==> src/rtl/cpu_pkg.sv <==
// Shared widths, constants and the sequencing FSM encoding for the hazard controller.
package cpu_pkg;

  localparam int unsigned REG_W   = 4;
  localparam int unsigned CNT_W   = 2;
  localparam int unsigned STATE_W = 3;

  localparam logic [REG_W-1:0] REG_ZERO          = 4'b0000;
  localparam logic [CNT_W-1:0] HALT_DRAIN_CYCLES = 2'd3;

  typedef enum logic [STATE_W-1:0] {
    ST_RUN    = 3'd0,
    ST_STALL  = 3'd1,
    ST_DRAIN  = 3'd2,
    ST_HALTED = 3'd3
  } ctrl_state_e;

  // Register r0 is hardwired, so it never creates a dependence.
  function automatic logic reg_match(input logic [REG_W-1:0] producer,
                                     input logic [REG_W-1:0] consumer);
    return (producer != REG_ZERO) && (producer == consumer);
  endfunction

endpackage

==> src/rtl/hazard_detect.sv <==
// Combinational hazard compare: returns the number of stall cycles the decode instruction needs.
module hazard_detect
  import cpu_pkg::*;
(
  input  logic [REG_W-1:0] id_rs_i,
  input  logic [REG_W-1:0] id_rt_i,
  input  logic             id_uses_rs_i,
  input  logic             id_uses_rt_i,
  input  logic             id_is_branch_reg_i,
  input  logic             id_is_branch_cond_i,
  input  logic             id_ex_mem_read_i,
  input  logic             id_ex_reg_write_i,
  input  logic             id_ex_sets_flags_i,
  input  logic [REG_W-1:0] id_ex_rd_i,
  input  logic             ex_mem_mem_read_i,
  input  logic [REG_W-1:0] ex_mem_rd_i,
  output logic [CNT_W-1:0] stall_cnt_o
);

  logic load_use_c;
  logic br_load_c;
  logic br_alu_c;
  logic br_mem_load_c;
  logic flag_dep_c;

  always_comb begin
    load_use_c    = id_ex_mem_read_i &&
                    ((id_uses_rs_i && reg_match(id_ex_rd_i, id_rs_i)) ||
                     (id_uses_rt_i && reg_match(id_ex_rd_i, id_rt_i)));
    // Register-indirect branches resolve in ID, so they need Rs a stage earlier.
    br_load_c     = id_is_branch_reg_i && id_ex_mem_read_i && reg_match(id_ex_rd_i, id_rs_i);
    br_alu_c      = id_is_branch_reg_i && id_ex_reg_write_i && !id_ex_mem_read_i &&
                    reg_match(id_ex_rd_i, id_rs_i);
    br_mem_load_c = id_is_branch_reg_i && ex_mem_mem_read_i && reg_match(ex_mem_rd_i, id_rs_i);
    flag_dep_c    = id_is_branch_cond_i && id_ex_sets_flags_i;

    stall_cnt_o = '0;
    if (br_load_c) begin
      stall_cnt_o = CNT_W'(2);
    end else if (load_use_c || br_alu_c || br_mem_load_c || flag_dep_c) begin
      stall_cnt_o = CNT_W'(1);
    end
  end

endmodule

==> src/rtl/pipeline_hazard_ctrl.sv <==
// Pipeline sequencing FSM: hazard stalls, taken-branch flush and halt drain.
module pipeline_hazard_ctrl
  import cpu_pkg::*;
(
  input  logic               clk,
  input  logic               rst_n,
  input  logic [REG_W-1:0]   ID_Rs,
  input  logic [REG_W-1:0]   ID_Rt,
  input  logic               ID_UsesRs,
  input  logic               ID_UsesRt,
  input  logic               ID_IsBranchReg,
  input  logic               ID_IsBranchCond,
  input  logic               ID_IsHalt,
  input  logic               BranchTaken,
  input  logic               ID_EX_MemRead,
  input  logic               ID_EX_RegWrite,
  input  logic               ID_EX_SetsFlags,
  input  logic [REG_W-1:0]   ID_EX_Rd,
  input  logic               EX_MEM_MemRead,
  input  logic [REG_W-1:0]   EX_MEM_Rd,
  output logic               PC_Stall,
  output logic               IF_ID_Stall,
  output logic               ID_EX_Bubble,
  output logic               IF_ID_Flush,
  output logic               Halted,
  output logic [STATE_W-1:0] CtrlState
);

  ctrl_state_e      state_q, state_d;
  logic [CNT_W-1:0] cnt_q, cnt_d;
  logic [CNT_W-1:0] need_cnt;
  logic             pc_stall_c, if_id_stall_c, bubble_c, flush_c, halted_c;

  hazard_detect u_hazard_detect (
    .id_rs_i             (ID_Rs),
    .id_rt_i             (ID_Rt),
    .id_uses_rs_i        (ID_UsesRs),
    .id_uses_rt_i        (ID_UsesRt),
    .id_is_branch_reg_i  (ID_IsBranchReg),
    .id_is_branch_cond_i (ID_IsBranchCond),
    .id_ex_mem_read_i    (ID_EX_MemRead),
    .id_ex_reg_write_i   (ID_EX_RegWrite),
    .id_ex_sets_flags_i  (ID_EX_SetsFlags),
    .id_ex_rd_i          (ID_EX_Rd),
    .ex_mem_mem_read_i   (EX_MEM_MemRead),
    .ex_mem_rd_i         (EX_MEM_Rd),
    .stall_cnt_o         (need_cnt)
  );

  always_ff @(posedge clk or negedge rst_n) begin
    if (!rst_n) begin
      state_q <= ST_RUN;
      cnt_q   <= '0;
    end else begin
      state_q <= state_d;
      cnt_q   <= cnt_d;
    end
  end

  // Priority in RUN: hazard stall, then taken-branch flush, then halt.
  always_comb begin
    state_d       = state_q;
    cnt_d         = cnt_q;
    pc_stall_c    = 1'b0;
    if_id_stall_c = 1'b0;
    bubble_c      = 1'b0;
    flush_c       = 1'b0;
    halted_c      = 1'b0;
    unique case (state_q)
      ST_RUN: begin
        if (need_cnt != '0) begin
          pc_stall_c    = 1'b1;
          if_id_stall_c = 1'b1;
          bubble_c      = 1'b1;
          if (need_cnt == CNT_W'(2)) begin
            state_d = ST_STALL;
            cnt_d   = CNT_W'(1);
          end
        end else if (BranchTaken) begin
          flush_c = 1'b1;
        end else if (ID_IsHalt) begin
          pc_stall_c = 1'b1;
          state_d    = ST_DRAIN;
          cnt_d      = HALT_DRAIN_CYCLES;
        end
      end
      ST_STALL: begin
        pc_stall_c    = 1'b1;
        if_id_stall_c = 1'b1;
        bubble_c      = 1'b1;
        if (cnt_q != '0) cnt_d = cnt_q - CNT_W'(1);
        if (cnt_d == '0) state_d = ST_RUN;
      end
      ST_DRAIN: begin
        pc_stall_c = 1'b1;
        bubble_c   = 1'b1;
        if (cnt_q != '0) cnt_d = cnt_q - CNT_W'(1);
        if (cnt_d == '0) state_d = ST_HALTED;
      end
      ST_HALTED: begin
        pc_stall_c    = 1'b1;
        if_id_stall_c = 1'b1;
        halted_c      = 1'b1;
      end
      default: begin
        state_d = ST_RUN;
        cnt_d   = '0;
      end
    endcase
  end

  // Outputs are gated by reset so they read 0 even while hazard inputs are active.
  assign PC_Stall     = rst_n & pc_stall_c;
  assign IF_ID_Stall  = rst_n & if_id_stall_c;
  assign ID_EX_Bubble = rst_n & bubble_c;
  assign IF_ID_Flush  = rst_n & flush_c;
  assign Halted       = rst_n & halted_c;
  assign CtrlState    = rst_n ? STATE_W'(state_q) : '0;

endmodule

==> config.mk <==
export PLATFORM = sky130hd
export DESIGN_NAME = pipeline_hazard_ctrl
export DESIGN_NICKNAME = d
export VERILOG_FILES = /design/src/rtl/cpu_pkg.sv /design/src/rtl/hazard_detect.sv /design/src/rtl/pipeline_hazard_ctrl.sv
export SDC_FILE = /design/constraint.sdc
export NUM_CORES = 1
export LEC_CHECK = 0
export CORE_UTILIZATION = 40
export DETAILED_ROUTE_END_ITERATION = 7
export PLACE_DENSITY = 0.83
export SLEW_MARGIN = 10
export SYNTH_ARGS = -nofsm -noshare
export SYNTH_HDL_FRONTEND = slang
export SYNTH_SLANG_ARGS = --single-unit
==> constraint.sdc <==
create_clock -name clk -period 3.3 [get_ports clk]
set_input_delay 0.66 -clock clk [delete_from_list [all_inputs] [get_ports clk]]
set_output_delay 0.66 -clock clk [all_outputs]
set_load 0.005 [all_outputs]
==> reports/qor.yml, run 1 <==
outcome:
  status: "finished, final reports clean"
synth:
  ys_ff_latch: 4
  synthesis.nets: 113
  seq_area_frac_synth_pct: 16.1
  yosysTopAreaCellShare_pct: 16.1
  synth_area_leader_cell: "dfrtp_1"
  yosysWarnings: 0
  syn-cell-area_um2: 621
  synthTopCellsByArea: "dfrtp_1 16%, xor2_1 14%, ha_1 8.1%, nand2_1 7.3%, nor2_1 4.2%"
  synthCells: 81
  synth_edf_count: 0
  synthArstFlopShare_pct: 100
  syn_avg_cell_area_um2: 7.66
  ys_types: 36
  ys.flop_type: "dfrtp_1"
timing:
  drv_slew: 0
  hold_slack_ps: 535
  fin_crit_sh_pct: 97.9
  fmax_mhz: 309
  hold_viol: 0
  setup_viol: 0
  finalSetupTns_ps: 0
  fin_skew_ps: 0.456
  period_needed_ps: 3230
power_and_ir_drop:
  comb_power_share_pct: 69.9
  power_density_nw_per_um2: 487
  clockPowerShare_pct: 10.7
  seqPwrFrac_pct: 19.3
  vdd_drop_max_uv: 255
  swShare_pct: 40.3
  p_leak_nw: 0.509
  internal-power_uw: 318
  power.switching_uw: 215
global_routing:
  grt_usage_pct: 19.8
  antenna_found_initial: 0
  grt_max_degree: 12
  grt_first_pass_wirelength_um: 2350
  grt_overflow_total: 0
  grt_pass1_vias: 657
clocking:
  hold_buffers: 0
  cts_tree: "built"
  h-tree-depth: 1
  clk_pin_slew_ps: 30
  clockRootBuffer: "clkbuf_4"
  cts_sinks: 4
  clockBufferDepth: 2
  numCtsBuffers: 3
  insertion_delay_ps: 230
  post_cts_buffers: 0
cells_and_area:
  diodes: 0
  fin_util_pct: 79.9
  nNetsFinal: 162
  final.fill_count: 100
  layout-drive-gt1-share_pct: 18.0
  layout_commonest_cell: "clkdlybuf4s50_1"
  area_growth_pct: 76.0
  regArea_um2: 100
  multi_input_comb_area_um2: 512
  layout_common_cells: "26 x clkdlybuf4s50_1, 12 x nand2_1, 11 x buf_4, 10 x xor2_1, 7 x dlygate4sd2_1"
detailed_routing:
  drc: 0
  detail-route-antenna-nets: 0
  drt_wl_total_um: 1640
  vias: 770
  drt_iter0_drc: 7
  first_pass_iters: 3
  via_per_inst: 5.38
  wl_per_cell_um: 11.4
floorplan:
  die_x_um: 41.4
  rows: 13
  die_h_um: 41.4
  core_um2: 1370
  dieArea_um2: 1710
  start_util_pct: 45.4
  ios: 36
setup_path:
  path_max_fanout: 3
  cp-start-kind: "primary input"
  r2r_slack_ps: 1490
  worst-setup-path-type: "primary input to output port"
  cp.required_ps: 2640
  crit_path_top_delay_cell: "clkdlybuf4s50_1"
  timing.critical_path.mode_cell: "clkdlybuf4s50_1"
  endpoint_kind: "output port"
  cp_cell_sequence: "clkdlybuf4s50_1 -> xor2_1 -> nor4_1 -> a32oi_2 -> nand3_2 -> and2_4 -> o211a_1 -> clkdlybuf4s50_1"
  max_stage_delay_ps: 490
  arrival_ps: 2570
placed_design:
  numPortBuffers: 34
  hpwl_um: 1390
  place.gp.congestion: 0.744
run:
  cap_violations: 0
worst_hold_path:
  hold_path_class: "flip-flop to flip-flop"
[power by group through the flow]
stage / clock [mW] / sequential, mW / combinational (mW)
global placement: 0 / 0.103 / 0.360
detailed placement: 0 / 0.105 / 0.368
CTS: 0.0589 / 0.104 / 0.370
floorplan: 0 / 0.0963 / 0.228
finish: 0.0571 / 0.103 / 0.372
global route: 0.0605 / 0.110 / 0.418
[Yosys cell counts, drive strengths merged (2+ instances only)]
library cell and count:
a21oi 2, and2 4, dfrtp 4, ha 4, inv 6, nand2 12
nand3 2, nor2 7, nor3 5, nor4 2, o21ai 3, xor2 10
[sequential cells by signal, summed over array words and instances, names as in the netlist]
signal   flops
cnt_q        2
state_q      2
[routing by layer]
layer	vias up	global-route usage (%)	part of all wire (%)
met2	32	41.8	53
li1	380	-	-
met3	4	0	5.3
met1	354	20.3	40
met4	0	7.26	1.9
met5	-	0	0
[repair_timing]
item | 4_1_cts | 5_1_grt
pin swaps | 1 | 0
endpoints found under the setup margin | 3 | 2
gates resized for setup | 9 | 3
hold endpoints to repair | 0 | 0
[area by class of cell]
cell class              count  share of cell area, %
well taps                  15                   1.72
repair buffers             45                   38.1
flip-flops and latches      4                   9.16
clock buffers               3                   2.06
multi-input cells          70                   46.8
inverters                   6                   2.06
[kinds of logic after synthesis]
group                    after synthesis  share of synthesized area, %
buffers and inverters                  7                          4.84
flip-flops                             4                          16.1
AO/OA/AOI/OAI                         19                          26.8
adder cells (fa/ha/maj)                4                          8.06
XOR/XNOR                              10                          14.1
other                                  1                         0.604
AND/OR/NAND/NOR                       36                          29.4
[critical path, delay by kind of cell]
family / cells / cell delay, ps
buffers and inverters: 2 / 900
xor gates and xnor gates: 1 / 150
and+or+nand+nor: 3 / 610
AOI/OAI and AO/OA: 2 / 250
[metrics by stage]
stage          setup slack [ps]  area [um^2]  total power [mW]  cells
4_1_cts                    38.8         1080             0.533    143
6_report                   68.6         1090             0.532    143
5_1_grt                   -8.82         1090             0.588    143
2_1_floorplan               931          621             0.324     81
3_3_place_gp              -41.4         1050             0.463    140
3_5_place_dp               -103         1050             0.472    140
[path summary, 6_finish.rpt]
path	cells after the start	end	from
max	8	ID_EX_Bubble	ID_Rt[3]
min	2	cnt_q[0]$_DFFE_PN0P_	cnt_q[0]$_DFFE_PN0P_
max reg2reg	7	state_q[0]$_DFFE_PN0P_	state_q[0]$_DFFE_PN0P_
min reg2reg	2	cnt_q[0]$_DFFE_PN0P_	cnt_q[0]$_DFFE_PN0P_
max in group asynchronous	1	cnt_q[1]$_DFFE_PN0P_	rst_n
min in group asynchronous	1	state_q[0]$_DFFE_PN0P_	rst_n
(Power assumes the default switching activity.)
==> run 2: changes to the inputs <==
--- a/config.mk
+++ b/config.mk
@@ -12,3 +12,4 @@
 export SYNTH_ARGS = -nofsm -noshare
 export SYNTH_HDL_FRONTEND = slang
 export SYNTH_SLANG_ARGS = --single-unit
+export TNS_END_PERCENT = 50
==> run 2 against run 1 <==
Effect of this change: clock power grew 2%; routed wire length grew 1.6%; fmax shrank 1.2%; clock skew is essentially flat; critical path type unchanged; critical endpoint unchanged; power grew 0.25%; die area is the same; combinational power is essentially flat; largest cell class unchanged; first-iteration DRC count grew 14%.
==> reports/qor.yml, run 2 (synthesized netlist as in run 1, its figures left out) <==
detailed_routing:
  drc: 0  # unchanged
  first_pass_iters: 3  # unchanged
  wl_per_cell_um: 11.6  # +1.6%
  drt_wl_total_um: 1660  # +1.6%
  detail-route-antenna-nets: 0  # unchanged
  drt_iter0_drc: 8  # +1
  via_per_inst: 5.39  # +0.13%
  vias: 771  # +0.13%
power_and_ir_drop:
  power_density_nw_per_um2: 491  # +0.71%
  p_leak_nw: 0.504  # -1.0%
  vdd_drop_max_uv: 256  # +0.26%
cells_and_area:
  nNetsFinal: 162  # unchanged
  diodes: 0  # unchanged
  fin_area_um2: 1090  # -0.46%
  fin_util_pct: 79.6  # -0.37 points
  layout_common_cells: "26 x clkdlybuf4s50_1, 12 x nand2_1, 11 x buf_4, 10 x xor2_1, 7 x dlygate4sd2_1"
  layout-drive-gt1-share_pct: 17.2  # -0.78 points
  layout_commonest_cell: "clkdlybuf4s50_1"
  largestRegisters: "cnt_q x2, state_q x2"
  area_growth_pct: 75.2
  final.fill_count: 101  # +1.0%
setup_path:
  cp_num_buf_inv: 2  # unchanged
  r2r_end: "state_q[0]$_DFFE_PN0P_"
  timing.critical_path.mode_cell: "clkdlybuf4s50_1"
  r2r_slack_ps: 1490  # about the same
  path_max_fanout: 3  # unchanged
  endpoint: "ID_EX_Bubble"
  cp_cell_sequence: "clkdlybuf4s50_1 -> xor2_1 -> nor4_1 -> a32oi_2 -> nand3_1 -> and2_4 -> o211a_1 -> clkdlybuf4s50_1"
  arrival_ps: 2610  # +40 ps
  max_stage_delay_ps: 490  # about the same
  startpoint: "ID_Rt[3]"
  cp_num_cells: 8  # unchanged
  endpoint_kind: "output port"
  worst-setup-path-type: "primary input to output port"
  regToRegStartpoint: "state_q[0]$_DFFE_PN0P_"
  cp.required_ps: 2640  # about the same
  ff2ff_path_depth: 7  # unchanged
  critPathTopFamily: "buffers and inverters"
  crit_path_top_delay_cell: "clkdlybuf4s50_1"
  cp-start-kind: "primary input"
floorplan:
  core_um2: 1370  # unchanged
  die_x_um: 41.4  # unchanged
  start_util_pct: 45.4  # unchanged
  dieArea_um2: 1710  # unchanged
  die_h_um: 41.4  # unchanged
  ios: 36  # unchanged
  rows: 13  # unchanged
timing:
  fmax_mhz: 306  # -1.2%
  drv_slew: 0  # unchanged
  hold_viol: 0  # unchanged
  fin_skew_ps: 0.308  # -0.148 ps
  rsz0062_at_grt: "yes"
  period_needed_ps: 3270  # +37.7 ps
  finalSetupTns_ps: 0  # unchanged
  fin_crit_sh_pct: 99.1  # +1.1 points
  setup_viol: 0  # unchanged
placed_design:
  numPortBuffers: 34  # unchanged
  post_dp_cell_area_um2: 1050  # unchanged
  place.gp.congestion: 0.744  # unchanged
  hpwl_um: 1390  # unchanged
worst_hold_path:
  hold_depth: 2  # unchanged
  holdCritStartpoint: "cnt_q[0]$_DFFE_PN0P_"
  hold_path_class: "flip-flop to flip-flop"
clocking:
  clockBufferDepth: 2  # unchanged
  h-tree-depth: 1  # unchanged
  insertion_delay_ps: 230  # about the same
  numCtsBuffers: 3  # unchanged
  cts_sinks: 4  # unchanged
  post_cts_buffers: 0  # unchanged
  cts_tree: "built"
  clk_pin_slew_ps: 30  # about the same
  clockRootBuffer: "clkbuf_4"
  hold_buffers: 0  # unchanged
global_routing:
  grt_max_degree: 12  # unchanged
  grt_first_pass_wirelength_um: 2350  # unchanged
  antenna_found_initial: 0  # unchanged
  grt_overflow_total: 0  # unchanged
  grt_usage_pct: 19.8  # unchanged
  grt_pass1_vias: 657  # unchanged
outcome:
  status: "finished, final reports clean"
run:
  cap_violations: 0  # unchanged
## run 2: worst min-delay path, stage by stage (launching register included)
cell	delay [ps]
dfrtp_1	360
inv_1	70
a21oi_1	60
## run 2: through the flow
step           hold WS (ps)  std cells  worst slack (ps)  power [mW]
6_report                534        143              30.9       0.534
4_1_cts                 539        143              38.8       0.533
3_5_place_dp            535        140              -103       0.472
5_1_grt                 595        143             -37.4       0.587
3_3_place_gp            528        140             -41.4       0.463
2_1_floorplan           364         81               931       0.324
## run 2: final cells by class
class                           instances  area [um^2]  share of cell area, %
Timing Repair Buffer                   45          417                   38.3
Sequential cell                         4          100                   9.21
Multi-Input combinational cell         70          507                   46.6
Clock buffer                            3         22.5                   2.07
Inverter                                6         22.5                   2.07
Tap cell                               15         18.8                   1.73
## run 2: report_power, final
part           switching [mW]  internal (mW)
clock network          0.0178         0.0405
registers              0.0270         0.0764
logic                   0.171          0.200
total                   0.216          0.317
## run 2: repair_timing
item                                    in CTS  in global routing
endpoints found under the setup margin       3                  2
pin swaps                                    1                  0
resized for setup                            9                  2
## run 2: metal layers
| metal | share of wire (%) | vias to the layer above | GRT usage, % |
|---|---|---|---|
| met5 | 0 | - | 0 |
| met1 | 39 | 353 | 20.3 |
| met2 | 53 | 33 | 41.8 |
| met4 | 2.5 | 0 | 7.26 |
| li1 | - | 380 | - |
| met3 | 5.3 | 5 | 0 |
## run 2: how the worst min path moves through the flow
stage | end | slack, ps
after floorplan | cnt_q[0]$_DFFE_PN0P_ | 360
after global placement | cnt_q[0]$_DFFE_PN0P_ | 530
after detailed placement | cnt_q[0]$_DFFE_PN0P_ | 530
after CTS | cnt_q[0]$_DFFE_PN0P_ | 540
after global routing | cnt_q[0]$_DFFE_PN0P_ | 590
final | cnt_q[0]$_DFFE_PN0P_ | 530
==> run 3: changes to the inputs <==
--- a/config.mk
+++ b/config.mk
@@ -5,9 +5,11 @@
 export SDC_FILE = /design/constraint.sdc
 export NUM_CORES = 1
 export LEC_CHECK = 0
+export ABC_CLOCK_PERIOD_IN_PS = 3300
 export CORE_UTILIZATION = 40
 export DETAILED_ROUTE_END_ITERATION = 7
 export PLACE_DENSITY = 0.83
+export SETUP_SLACK_MARGIN = 0.3
 export SLEW_MARGIN = 10
 export SYNTH_ARGS = -nofsm -noshare
 export SYNTH_HDL_FRONTEND = slang
==> run 3 against run 2 <==
Effect of this change: final area is 4.5% higher; clock power about the same; die area is the same; power barely moved; flip-flop and latch count stayed put; via count up 1.7%; combinational power is essentially flat; worst hold slack about the same; sequential power is essentially flat; non-clock buffer count is 2 higher; highest routed layer unchanged.
==> reports/qor.yml, run 3 (synthesized netlist as in run 1, its figures left out) <==
outcome:
  status: "finished, final reports clean"
clocking:
  hold_buffers: 0  # unchanged
  h-tree-depth: 1  # unchanged
  insertion_delay_ps: 230  # about the same
  cts_tree: "built"
  numCtsBuffers: 3  # unchanged
  clk_pin_slew_ps: 30  # about the same
  clockRootBuffer: "clkbuf_4"
  cts_sinks: 4  # unchanged
  clockBufferDepth: 2  # unchanged
floorplan:
  ios: 36  # unchanged
  start_util_pct: 45.4  # unchanged
  die_x_um: 41.4  # unchanged
  die_h_um: 41.4  # unchanged
  dieArea_um2: 1710  # unchanged
  rows: 13  # unchanged
  core_um2: 1370  # unchanged
setup_path:
  endpoint: "IF_ID_Flush"
  arrival_ps: 2400  # -210 ps
  ff2ff_path_depth: 7  # unchanged
  endpoint_kind: "output port"
  path_max_fanout: 3  # unchanged
  worst-setup-path-type: "primary input to output port"
  cp-start-kind: "primary input"
  cp.required_ps: 2640  # about the same
  regToRegStartpoint: "state_q[1]$_DFFE_PN0P_"
  r2r_slack_ps: 1470  # -20 ps
  r2r_end: "state_q[0]$_DFFE_PN0P_"
  startpoint: "ID_Rt[3]"
cells_and_area:
  fin_area_um2: 1140  # +4.5%
  layout_common_cells: "21 x clkdlybuf4s50_1, 13 x buf_4, 12 x nand2_1, 9 x xor2_1, 9 x dlygate4sd2_1"
  layout_commonest_cell: "clkdlybuf4s50_1"
  largestRegisters: "cnt_q x2, state_q x2"
  layout-drive-gt1-share_pct: 23.1  # +5.9 points
  layout.cells.non_filler: 145  # +1.4%
  area_growth_pct: 83.1
  diodes: 0  # unchanged
  nNetsFinal: 164  # +1.2%
  fin_util_pct: 83.2  # +3.6 points
global_routing:
  grt_overflow_total: 0  # unchanged
  grt_pass1_vias: 683  # +4.0%
  grt_max_degree: 12  # unchanged
  antenna_found_initial: 0  # unchanged
  grt_first_pass_wirelength_um: 2380  # +1.4%
  grt_usage_pct: 20.2  # +0.33 points
placed_design:
  dp_cells: 140  # unchanged
  numPortBuffers: 34  # unchanged
  place.gp.congestion: 0.744  # unchanged
  hpwl_um: 1390  # unchanged
  post_dp_cell_area_um2: 1050  # unchanged
detailed_routing:
  drt_iter0_drc: 8  # unchanged
  drc: 0  # unchanged
  via_per_inst: 5.41  # +0.28%
  vias: 784  # +1.7%
  drt_wl_total_um: 1850  # +11%
  detail-route-antenna-nets: 0  # unchanged
  first_pass_iters: 4  # +1
  wl_per_cell_um: 12.8  # +9.6%
timing:
  setup_viol: 0  # unchanged
  rsz0062_at_grt: "yes"
  period_needed_ps: 3060  # -210 ps
  drv_slew: 0  # unchanged
  fin_crit_sh_pct: 92.7  # -6.4 points
  fin_skew_ps: 0.224  # -0.0838 ps
  hold_viol: 0  # unchanged
  fmax_mhz: 327  # +6.9%
worst_hold_path:
  hold_depth: 2  # unchanged
  hold_path_class: "flip-flop to flip-flop"
power_and_ir_drop:
  p_leak_nw: 0.550  # +9.0%
  vdd_drop_max_uv: 233  # -9.1%
  power_density_nw_per_um2: 470  # -4.3%
  power_uw: 534  # about the same
run:
  cap_violations: 0  # unchanged
==> run 3: metal layers <==
layer	vias up	track usage [%]	wire length, um
li1	382	-	-
met1	362	19.4	682
met2	38	44.1	1040
met3	2	0	111
met4	0	7.26	19
met5	-	0	0
==> run 3: repair_timing <==
action	4_1_cts	5_1_grt
hold endpoints to repair	0	0
cloned	0	0
pin swaps	4	3
setup buffers	0	2
resized for setup	15	10
endpoints found under the setup margin	4	4
==> run 3: how the worst min path moves through the flow <==
stage | end | startpoint | slack [ps]
floorplan | cnt_q[0]$_DFFE_PN0P_ | rst_n | 360
global placement | cnt_q[0]$_DFFE_PN0P_ | cnt_q[0]$_DFFE_PN0P_ | 530
detailed placement | cnt_q[0]$_DFFE_PN0P_ | cnt_q[0]$_DFFE_PN0P_ | 530
CTS | cnt_q[0]$_DFFE_PN0P_ | cnt_q[0]$_DFFE_PN0P_ | 540
global route | cnt_q[0]$_DFFE_PN0P_ | cnt_q[0]$_DFFE_PN0P_ | 590
finish | cnt_q[0]$_DFFE_PN0P_ | cnt_q[0]$_DFFE_PN0P_ | 530
==> run 3: critical path: stages <==
cell and delay [ps]:
clkdlybuf4s50_1 470, xor2_1 190, nor4_2 80, a32oi_2 240, nand3_2 110, buf_4 150
nor2_4 110, and3_1 160, dlygate4sd2_1 230
==> run 3: cell type report <==
cell class,instances,area (um^2)
Fill cell,75,230
Clock buffer,3,22.5
Inverter,6,22.5
Tap cell,15,18.8
Multi-Input combinational cell,70,543
Sequential cell,4,100
Timing Repair Buffer,47,429
==> run 3: report_power, final <==
| group | internal [mW] | leakage, nW | switching (mW) | total [mW] |
|---|---|---|---|---|
| Sequential | 0.0764 | 0.0483 | 0.0284 | 0.105 |
| Clock | 0.0405 | 0.0138 | 0.0178 | 0.0583 |
| Combinational | 0.194 | 0.488 | 0.176 | 0.370 |
| Total | 0.311 | 0.550 | 0.222 | 0.534 |
==> run 3: metrics by stage <==
step	hold slack (ps)	setup TNS (ps)	setup WS [ps]
global route	595	0	138
global placement	528	-63.7	-41.4
finish	534	0	241
CTS	539	0	134
floorplan	364	0	931
detailed placement	535	-211	-103
